$ cat config.mk
export PLATFORM = sky130hd
export DESIGN_NAME = reward_update
export DESIGN_NICKNAME = d
export VERILOG_FILES = /design/src/rtl/snn_pkg.sv /design/src/rtl/nibble_sat_update.sv /design/src/rtl/reward_update.sv
export SDC_FILE = /design/constraint.sdc
export NUM_CORES = 1
export LEC_CHECK = 0
export CORE_MARGIN = 2
export CORE_UTILIZATION = 30
export DETAILED_ROUTE_END_ITERATION = 16
export PLACE_DENSITY = 0.55
export SETUP_SLACK_MARGIN = 0.2
export SYNTH_ARGS = -nofsm -noshare
export SYNTH_HDL_FRONTEND = slang
export SYNTH_SLANG_ARGS = --single-unit
$ cat constraint.sdc
create_clock -name clk -period 4.53 [get_ports clk]
set_input_delay 0.906 -clock clk [delete_from_list [all_inputs] [get_ports clk]]
set_output_delay 0.906 -clock clk [all_outputs]
set_load 0.02 [all_outputs]
$ cat src/rtl/snn_pkg.sv
// Shared types and helpers for the spiking-network inference and learning blocks.
// Holds the learning FSM state type, the ternary reward encodings and the nibble saturator.
package snn_pkg;

  typedef enum logic [2:0] {
    RW_IDLE,
    RW_EVAL,
    RW_RD_REQ,
    RW_RD_WAIT,
    RW_MOD,
    RW_WR_REQ,
    RW_DONE
  } rw_state_t;

  localparam logic [1:0] RW_POS  = 2'b01;
  localparam logic [1:0] RW_ZERO = 2'b00;
  localparam logic [1:0] RW_NEG  = 2'b11;

  // Signed 4-bit weight plus signed 2-bit step, clamped to [-8, 7].
  function automatic logic [3:0] sat_add_s4(input logic [3:0] a, input logic [1:0] d);
    logic signed [4:0] sum;
    sum = $signed({a[3], a}) + $signed({{3{d[1]}}, d});
    if (sum > 5'sd7)
      return 4'h7;
    else if (sum < -5'sd8)
      return 4'h8;
    else
      return sum[3:0];
  endfunction

endpackage

$ cat src/rtl/nibble_sat_update.sv
// Nudges both packed signed 4-bit weights of one memory word by the reward,
// saturating each nibble independently.
module nibble_sat_update
  import snn_pkg::*;
(
  input  logic [7:0] word,
  input  logic [1:0] delta,
  output logic [7:0] result
);

  assign result = {sat_add_s4(word[7:4], delta), sat_add_s4(word[3:0], delta)};

endmodule

$ cat src/rtl/reward_update.sv
// Reward-driven weight update: compares prediction with target, then walks the
// weight words with read-modify-write, nudging every nibble by the ternary reward.
module reward_update
  import snn_pkg::*;
#(
  parameter int ADDR_W  = 4,
  parameter int DW      = 8,
  parameter int N_WORDS = 2,
  parameter int TOL     = 0
) (
  input  logic              clk,
  input  logic              rst,
  input  logic              pred_valid,
  input  logic [7:0]        prediction,
  input  logic [7:0]        target,
  input  logic              learn_en,
  output logic              rd_req,
  output logic [ADDR_W-1:0] rd_addr,
  input  logic              rd_valid,
  input  logic [DW-1:0]     rd_data,
  output logic              wb_req,
  output logic [ADDR_W-1:0] wb_addr,
  output logic [DW-1:0]     wb_wdata,
  input  logic              wb_ack,
  output logic              busy,
  output logic [1:0]        reward,
  output logic              upd_done,
  output logic [7:0]        hit_cnt
);

  rw_state_t         state, state_next;
  logic [7:0]        pred_q, target_q;
  logic [DW-1:0]     rdata_q, wdata_q, mod_word;
  logic [ADDR_W-1:0] idx;
  logic [1:0]        reward_q;
  logic [7:0]        hit_q;
  logic signed [8:0] diff;
  logic [8:0]        diff_abs;
  logic              within_tol, last_word, accept;

  assign accept     = pred_valid && learn_en;
  assign diff       = $signed({1'b0, target_q}) - $signed({1'b0, pred_q});
  assign diff_abs   = diff[8] ? -diff : diff;
  assign within_tol = (32'(diff_abs) <= 32'(TOL));
  assign last_word  = (idx == ADDR_W'(N_WORDS - 1));

  nibble_sat_update u_nibble (
    .word   (rdata_q),
    .delta  (reward_q),
    .result (mod_word)
  );

  // NOTE: non-blocking assignments so every flop samples pre-edge values.
  always_ff @(posedge clk) begin
    if (rst) state <= RW_IDLE;
    else     state <= state_next;
  end

  // NOTE: default assigned first so no branch leaves state_next unassigned and infers a latch.
  always_comb begin
    state_next = state;
    case (state)
      RW_IDLE:    if (accept) state_next = RW_EVAL;
      RW_EVAL:    state_next = within_tol ? RW_DONE : RW_RD_REQ;
      RW_RD_REQ:  state_next = RW_RD_WAIT;
      RW_RD_WAIT: if (rd_valid) state_next = RW_MOD;
      RW_MOD:     state_next = RW_WR_REQ;
      RW_WR_REQ:  if (wb_ack) state_next = last_word ? RW_DONE : RW_RD_REQ;
      RW_DONE:    state_next = RW_IDLE;
      default:    state_next = RW_IDLE;
    endcase
  end

  always_ff @(posedge clk) begin
    if (rst) begin
      pred_q   <= '0;
      target_q <= '0;
      rdata_q  <= '0;
      wdata_q  <= '0;
      idx      <= '0;
      reward_q <= RW_ZERO;
      hit_q    <= '0;
    end else begin
      case (state)
        RW_IDLE: begin
          if (accept) begin
            pred_q   <= prediction;
            target_q <= target;
          end
        end
        RW_EVAL: begin
          if (within_tol) begin
            reward_q <= RW_ZERO;
            if (hit_q != 8'hFF) hit_q <= hit_q + 8'd1;
          end else begin
            reward_q <= (target_q > pred_q) ? RW_POS : RW_NEG;
            idx      <= '0;
          end
        end
        RW_RD_WAIT: if (rd_valid) rdata_q <= rd_data;
        RW_MOD:     wdata_q <= mod_word;
        RW_WR_REQ:  if (wb_ack && !last_word) idx <= idx + 1'b1;
        default: ;
      endcase
    end
  end

  // Bus outputs are forced to zero whenever their request is idle.
  assign rd_req   = (state == RW_RD_REQ);
  assign rd_addr  = rd_req ? idx : '0;
  assign wb_req   = (state == RW_WR_REQ);
  assign wb_addr  = wb_req ? idx : '0;
  assign wb_wdata = wb_req ? wdata_q : '0;
  assign busy     = (state != RW_IDLE);
  assign upd_done = (state == RW_DONE);
  assign reward   = reward_q;
  assign hit_cnt  = hit_q;

endmodule
==> out/metrics.yaml, run 1 <==
pwr:
  ir_drop_mv: 0.111
  power_switching_uw: 315
  p_leak_nw: 1.41
  power_frac_clock_pct: 34.1
  finalPower_mw: 1.09
  pwr-share-seq_pct: 42.4
  internal_power_uw: 774
  p_per_area_nw_per_um2: 291
  share_comb_of_total_power_pct: 23.5
  switching_share_pct: 28.9
timing:
  fmax_mhz: 306
  setup_tns_ns: 0
  period_share_pct: 72.1
  skew_ns: 0.00902
  max_slew_margin_pct: 37.2
  finalWorstSetupSlack_ns: 1.26
  hold_ws_ns: 0.463
  setup_violations: 0
  rsz0062_at_grt: "false"
  final_max_slew_viol_count: 0
  finalHoldViolations: 0
  fin_crit_ns: 3.27
  worst_pin_slew_ns: 0.942
finish:
  area_growth_pct: 27.3
  fin_area_um2: 3750
  nets: 485
  layout-drive-gt1-share_pct: 3.00
  n_antenna_cell: 0
  multi_input_area_um2: 1790
  most-common-layout-cells: "nand2_1, clkdlybuf4s50_1, a21oi_1"
  stdcell_count: 567
  layout_commonest_cell: "nand2_1"
  fill_cells: 1050
  seqCellArea_um2: 981
  fin_util_pct: 38.9
drt:
  postRouteAntennaNets: 0
  drt_pass1_iterations: 4
  wire_per_inst_um: 12.2
  drt_iter0_markers: 65
  vias: 2770
  wirelength_um: 6910
  viasPerCell: 4.89
  drc_errors: 0
setup_path:
  ff2ff_path_depth: 12
  crit_required_ns: 3.62
  worstPathMaxFanout: 15
  crit_path_end_kind: "primary output"
  critical_path_buf_inv_count: 1
  worstSetupStartpoint: "state[0]"
  path_cells: "nor2b_1 > and3_1 > clkdlybuf4s50_1"
  worst_path_largest_cell_delay_ns: 0.67
  path_class: "flip-flop to primary output"
  path_delay_family: "simple AND/OR/NAND/NOR gates"
  worstPathArrival_ns: 2.36
  cp_slowest_cell: "nor2b_1"
  start_kind: "flip-flop"
  r2r_start: "target_q[0]"
  regToRegSetupSlack_ns: 1.34
  reg2reg_to: "hit_cnt[7]"
place:
  pre_cts_ws_ns: 1.34
  place_hpwl_um: 5150
  portBuffers: 59
  place_area_um2: 3610
  routabilityCongestion: 0.788
  dp_cells: 559
global_route:
  antenna_found_initial: 0
  grt_max_degree: 51
  gr-total-overflow: 0
  grt.total_usage_pct: 13.2
  grt_pass1_vias: 2580
  grt_pass1_wl_um: 11400
synthesis:
  netlist_instances: 386
  syn-num-nets: 438
  yosys-top-cells-area: "dfxtp_1, a21oi_1, ha_1"
  synth_top_area_share_pct: 33.3
  ys_ff_latch: 49
  netlist_area_um2: 2940
  synth.largest_area_cell: "dfxtp_1"
  synth_area_per_cell_um2: 7.62
  yosysWarnings: 0
  yosysSeqAreaShare_pct: 33.3
  synth.distinct_cells: 47
worst_hold_path:
  hold_start: "pred_q[5]"
  hp-class: "flip-flop to flip-flop"
  hold_end: "pred_q[5]"
  holdPathStages: 2
clock_tree:
  ctsHoldBuffers: 0
  htree_levels: 2
  clkTransAtPathRegs_ns: 0.10
  cts_resized: 0
  cts_num_sinks: 49
  clock_path_buffers: 2
  root_buffer: "clkbuf_8"
  cts_setup_buffers: 0
  insertion_delay_ns: 0.30
  cts_buffers: 5
  cts_tree: "yes"
outcome:
  status: "complete, no violations"
floorplanning:
  rows: 36
  die_w_um: 103
  die_h_um: 103
  die-area_um2: 10600
  start_util_pct: 30.5
  io_pins: 60
  coreArea_um2: 9640
flow_run:
  drv_cap: 0
## flip-flops by register name, summed over array words and instances, names as in the netlist
register,count
target_q,8
hit_cnt,8
wdata_q,8
idx,4
reward,2
state,3
rdata_q,8
pred_q,8
## tightest hold or removal path, cell delays in order (launching register included)
cell and delay, ns:
dfxtp_1 0.32, nand2_1 0.05, a21oi_1 0.05
## area by class of cell
| class | count | area share [%] |
|---|---|---|
| Timing Repair Buffer | 59 | 15.6 |
| Tap cell | 133 | 4.44 |
| Multi-Input combinational cell | 293 | 47.7 |
| Sequential cell | 49 | 26.2 |
| Clock inverter | 3 | 1.74 |
| Clock buffer | 5 | 1.84 |
| Inverter | 25 | 2.51 |
## power by group through the flow
| stage | Combinational [mW] | Clock [mW] | Sequential [mW] |
|---|---|---|---|
| 3_3_place_gp | 0.251 | 0 | 0.472 |
| 6_report | 0.255 | 0.372 | 0.462 |
| 3_5_place_dp | 0.255 | 0 | 0.472 |
| 4_1_cts | 0.257 | 0.383 | 0.462 |
| 5_1_grt | 0.289 | 0.398 | 0.465 |
| 2_1_floorplan | 0.188 | 0 | 0.466 |
## cells by family (layout without fill, tap and decap cells)
kind of cell             after synthesis  in the layout  share of synthesized area [%]
AO/OA/AOI/OAI                        103            103                           20.5
multiplexers                           3              3                           1.06
buffers and inverters                 44             92                           5.95
flip-flops                            49             49                           33.3
adder cells (fa/ha/maj)               22             22                           10.1
AND/OR/NAND/NOR                      154            154                           25.8
XOR/XNOR                              11             11                           3.28
## per-layer routing
metal / wire (µm) / global-route usage, % / vias to the layer above / share of wire, %
li1: - / - / 1440 / -
met1: 3200 / 15.9 / 1276 / 46
met2: 3400 / 23.8 / 49 / 49
met3: 249 / 2.44 / 5 / 3.6
met4: 61 / 3.44 / 0 / 0.88
met5: 0 / 0 / - / 0
## worst max-delay path by stage
stage / depth (start not counted) / slack (ns) / to
final: 3 / 1.26 / wb_addr[1]
after global routing: 12 / 1.01 / hit_cnt[3]
after CTS: 3 / 1.28 / wb_addr[1]
after detailed placement: 11 / 1.34 / hit_cnt[7]
after global placement: 12 / 1.48 / hit_cnt[7]
after floorplan: 14 / 1.77 / hit_cnt[3]
## Yosys cell counts, drive strengths merged
cell type	n
inv	25
nor2	22
or4	2
o211ai	2
nor4b	1
and3b	1
mux2	1
and3	17
ha	19
a21oi	58
nor4	1
o21ai	16
or3b	1
a31o	1
a21boi	1
nor3	10
a22oi	3
a2bb2oi	1
xnor2	5
fa	3
nor3b	2
and2	8
o21bai	1
nand4	4
o21a	2
nand2	61
buf	3
dfxtp	49
or3	7
a21o	3
nand3	6
clkbuf	16
a2111oi	2
mux2i	2
a211oi	9
o22ai	1
a32oi	1
nor2b	4
xor2	6
nand2b	5
o31ai	2
nand4b	2
(Power assumes the default switching activity.)
==> run 2, diff against run 1 <==
- clock period: 4.53 -> 3.3 ns (I/O delays scaled with it)
==> out/metrics.yaml, run 2 (same netlist as run 1, synthesis figures left out) <==
clock_tree:
  insertion_delay_ns: 0.30
  cts_buffers: 5
  root_buffer: "clkbuf_8"
  cts_num_sinks: 49
  htree_levels: 2
  clkTransAtPathRegs_ns: 0.09
  ctsHoldBuffers: 0
  clock_path_buffers: 2
  cts_tree: "yes"
timing:
  final_max_slew_viol_count: 0
  max_slew_margin_pct: 44.8
  fin_crit_ns: 3.03
  worst_pin_slew_ns: 0.826
  finalHoldViolations: 0
  skew_ns: 0.00851
  hold_ws_ns: 0.465
  fmax_mhz: 331
  setup_tns_ns: 0
  rsz0062_at_grt: "false"
  period_share_pct: 91.7
  setup_violations: 0
place:
  place_area_um2: 3640
  place_hpwl_um: 5300
  portBuffers: 59
  dp_cells: 563
  routabilityCongestion: 0.804
drt:
  postRouteAntennaNets: 0
  drt_pass1_iterations: 5
  wirelength_um: 7180
  vias: 2772
  wire_per_inst_um: 12.4
  viasPerCell: 4.80
  drc_errors: 0
  drt_iter0_markers: 69
floorplanning:
  coreArea_um2: 9640
  start_util_pct: 30.5
  rows: 36
  die_w_um: 103
  die-area_um2: 10600
  die_h_um: 103
  io_pins: 60
finish:
  nets: 495
  fill_cells: 1024
  n_antenna_cell: 0
  multi_input_area_um2: 1870
  most-common-layout-cells: "nand2_1, clkdlybuf4s50_1, a21oi_1"
  layout_commonest_cell: "nand2_1"
  area_growth_pct: 32.7
  seqCellArea_um2: 983
  fin_area_um2: 3900
  layout-drive-gt1-share_pct: 8.56
  stdcell_count: 577
worst_hold_path:
  holdPathStages: 2
  hp-class: "flip-flop to flip-flop"
setup_path:
  start_kind: "flip-flop"
  cpMostUsedCell: "inv_2"
  path_cells: "inv_2 > ha_4 > inv_2 > fa_2 > a211oi_4 > buf_6 > nor2_4 > xor2_2 > nor4_4 > nand4b_1 > a31o_4 > or4_1 > a21oi_1"
  ff2ff_path_depth: 13
  path_depth: 13
  path_class: "flip-flop to flip-flop"
  regToRegSetupSlack_ns: 0.28
  worstPathArrival_ns: 3.25
  crit_required_ns: 3.53
  crit_path_end_kind: "flip-flop"
  path_delay_family: "simple AND/OR/NAND/NOR gates"
  critical_path_buf_inv_count: 3
  worst_path_largest_cell_delay_ns: 0.49
  worstPathMaxFanout: 6
  cp_slowest_cell: "or4_1"
global_route:
  grt.total_usage_pct: 13.1
  gr-total-overflow: 0
  grt_max_degree: 31
  grt_pass1_vias: 2569
  antenna_found_initial: 0
  grt_pass1_wl_um: 11300
pwr:
  ir_drop_mv: 0.155
  p_leak_nw: 1.47
  p_per_area_nw_per_um2: 375
outcome:
  status: "complete, no violations"
flow_run:
  drv_cap: 0
run 2: cell types whose count changed in the layout (fill, tap and decap cells not counted), moves of 2 or more:
cell / before / now
buf_4: 0 / 6
a21oi_1: 57 / 54
a21oi_2: 1 / 4
buf_6: 0 / 3
bufinv_16: 2 / 0
clkbuf_8: 5 / 7
dfxtp_1: 49 / 47
dfxtp_2: 0 / 2
inv_1: 25 / 23
inv_2: 0 / 2
run 2: report_power, final:
part           leakage, nW  internal (mW)  total [mW]  switching [mW]
registers            0.398          0.611       0.633          0.0217
logic                 1.02          0.197       0.428           0.231
clock network       0.0549          0.194       0.404           0.210
run 2: tightest hold or removal path: stages, from the launching register on:
cell and delay (ns):
dfxtp_1 0.32, nand2_1 0.05, a21oi_1 0.05
run 2: cell type report:
| class | count | share of cell area, % |
|---|---|---|
| inverter | 25 | 2.40 |
| sequential | 49 | 25.2 |
| clock buffer | 7 | 2.47 |
| multi-input combinational | 293 | 47.9 |
| clock inverter | 1 | 0.224 |
| timing repair buffer | 69 | 17.5 |
| tap | 133 | 4.26 |
run 2: stage by stage:
stage | setup slack (ns) | utilization, % | power, mW
after global placement | 0.299 | 37.8 | 1.00
after detailed placement | 0.193 | 37.8 | 1.00
after CTS | 0.253 | 38.9 | 1.42
after floorplan | 0.542 | - | 0.898
after global routing | 0.173 | 40.5 | 1.56
final | 0.275 | 40.5 | 1.46
run 2: what timing repair did:
action	in CTS	in global routing
endpoints found under the setup margin	3	9
gates resized for setup	2	21
cloned	0	0
hold endpoints to repair	0	0
setup buffers	0	6
pin swaps	0	15
run 2: final timing paths:
check                to        start
max          hit_cnt[7]  target_q[0]
min reg2reg  rdata_q[3]   rdata_q[3]
max reg2reg  hit_cnt[7]  target_q[0]
min          rdata_q[3]   rdata_q[3]
run 2: per-layer routing:
metal | global-route usage [%] | vias up | share of wire, %
li1 | - | 1453 | -
met1 | 16.2 | 1276 | 47
met2 | 23.2 | 39 | 49
met3 | 2.71 | 4 | 3.1
met4 | 3.04 | 0 | 0.70
met5 | 0 | - | 0
==> run 3, diff against run 2 <==
--- a/constraint.sdc
+++ b/constraint.sdc
@@ -3,2 +3,2 @@
 set_output_delay 0.66 -clock clk [all_outputs]
-set_load 0.02 [all_outputs]
+set_load 0.01 [all_outputs]
==> out/metrics.yaml, run 3 (same netlist as run 1, synthesis figures left out) <==
finish:
  most-common-layout-cells: "nand2_1, clkdlybuf4s50_1, a21oi_1"
  fin_util_pct: 39.6
  layout_commonest_cell: "nand2_1"
  fin_area_um2: 3820
  layout-drive-gt1-share_pct: 7.27
  area_growth_pct: 29.9
  n_antenna_cell: 0
  nets: 491
drt:
  viasPerCell: 4.79
  wirelength_um: 7110
  wire_per_inst_um: 12.4
  vias: 2742
  drc_errors: 0
  drt_pass1_iterations: 4
  postRouteAntennaNets: 0
  drt_iter0_markers: 88
floorplanning:
  die_h_um: 103
  coreArea_um2: 9640
  die-area_um2: 10600
  die_w_um: 103
  rows: 36
  io_pins: 60
  start_util_pct: 30.5
timing:
  worst_pin_slew_ns: 0.794
  period_share_pct: 90.0
  skew_ns: 0.0118
  fin_crit_ns: 2.97
  fmax_mhz: 337
  finalHoldViolations: 0
  setup_violations: 0
  final_max_slew_viol_count: 0
  max_slew_margin_pct: 47.0
  rsz0062_at_grt: "true"
  finalWorstSetupSlack_ns: 0.330
  setup_tns_ns: 0
pwr:
  p_leak_nw: 1.42
  ir_drop_mv: 0.193
  switching_share_pct: 32.2
  power_switching_uw: 446
  internal_power_uw: 940
  finalPower_mw: 1.39
  p_per_area_nw_per_um2: 363
  power_frac_clock_pct: 25.6
  share_comb_of_total_power_pct: 28.5
  pwr-share-seq_pct: 45.8
clock_tree:
  ctsHoldBuffers: 0
  cts_num_sinks: 49
  clkTransAtPathRegs_ns: 0.10
  cts_tree: "yes"
  root_buffer: "clkbuf_8"
  insertion_delay_ns: 0.30
  clock_path_buffers: 2
  cts_buffers: 5
  htree_levels: 2
setup_path:
  cp_slowest_cell: "fa_2"
  start_kind: "flip-flop"
  worst_path_largest_cell_delay_ns: 0.40
  path_class: "flip-flop to flip-flop"
  path_delay_family: "compound AO/OA/AOI/OAI gates"
  crit_required_ns: 3.55
  path_cells: "inv_2 > ha_4 > inv_2 > fa_2 > a211oi_2 > o21bai_1 > a21oi_2 > xnor2_2 > or3_4 > a31o_4 > buf_6 > or3b_1 > a21oi_2"
  critical_path_buf_inv_count: 3
  crit_path_end_kind: "flip-flop"
  worstPathMaxFanout: 6
  worstPathArrival_ns: 3.22
global_route:
  grt_pass1_vias: 2575
  grt_max_degree: 31
  grt_pass1_wl_um: 11700
  gr-total-overflow: 0
  grt.total_usage_pct: 13.6
  antenna_found_initial: 0
worst_hold_path:
  hp-class: "flip-flop to flip-flop"
outcome:
  status: "complete, no violations"
place:
  portBuffers: 59
  place_hpwl_um: 5250
  pre_cts_ws_ns: 0.189
  place_area_um2: 3630
  routabilityCongestion: 0.810
flow_run:
  drv_cap: 0
## run 3: routing by layer
layer | vias to the layer above | routed length, µm | track usage, %
met5 | - | 0 | 0
met4 | 0 | 65 | 2.83
met3 | 7 | 234 | 2.78
met2 | 42 | 3420 | 23.8
met1 | 1247 | 3390 | 17.4
li1 | 1446 | - | -
## run 3: final cells by class
cell class	count	area, µm²
Clock buffer	6	72.6
Clock inverter	2	15.0
Fill cell	1029	5820
Inverter	25	93.8
Multi-Input combinational cell	294	1850
Sequential cell	49	983
Tap cell	133	166
Timing Repair Buffer	64	639
## run 3: path summary, 6_finish.rpt
check              start          to  slack, ns  cells past startpoint
max          target_q[0]      idx[0]       0.33                     13
min           rdata_q[6]  rdata_q[6]       0.46                      2
max reg2reg  target_q[0]      idx[0]       0.33                     13
min reg2reg   rdata_q[6]  rdata_q[6]       0.46                      2
## run 3: power groups by stage
stage,Sequential (mW),Combinational [mW],Clock [mW]
6_report,0.636,0.395,0.356
5_1_grt,0.640,0.440,0.408
4_1_cts,0.635,0.357,0.375
3_5_place_dp,0.649,0.350,0
3_3_place_gp,0.648,0.345,0
2_1_floorplan,0.637,0.256,0
## run 3: tightest hold or removal path, cell delays in order, from the launching register on
cell,delay [ns]
dfxtp_1,0.32
nand2_1,0.05
a21oi_1,0.05
## run 3: per-stage QoR
stage	hold WS (ns)	cells
after floorplan	0.436	386
after global routing	0.487	573
final	0.464	573
after global placement	0.446	562
after detailed placement	0.451	562
after CTS	0.464	570
## run 3: repair_timing
item                                    4_1_cts  5_1_grt
gates cloned                                  0        1
pin swaps                                     0       11
setup buffers                                 0        2
endpoints found under the setup margin        4       15
endpoints found under the hold margin         0        0
resized for setup                             1       16
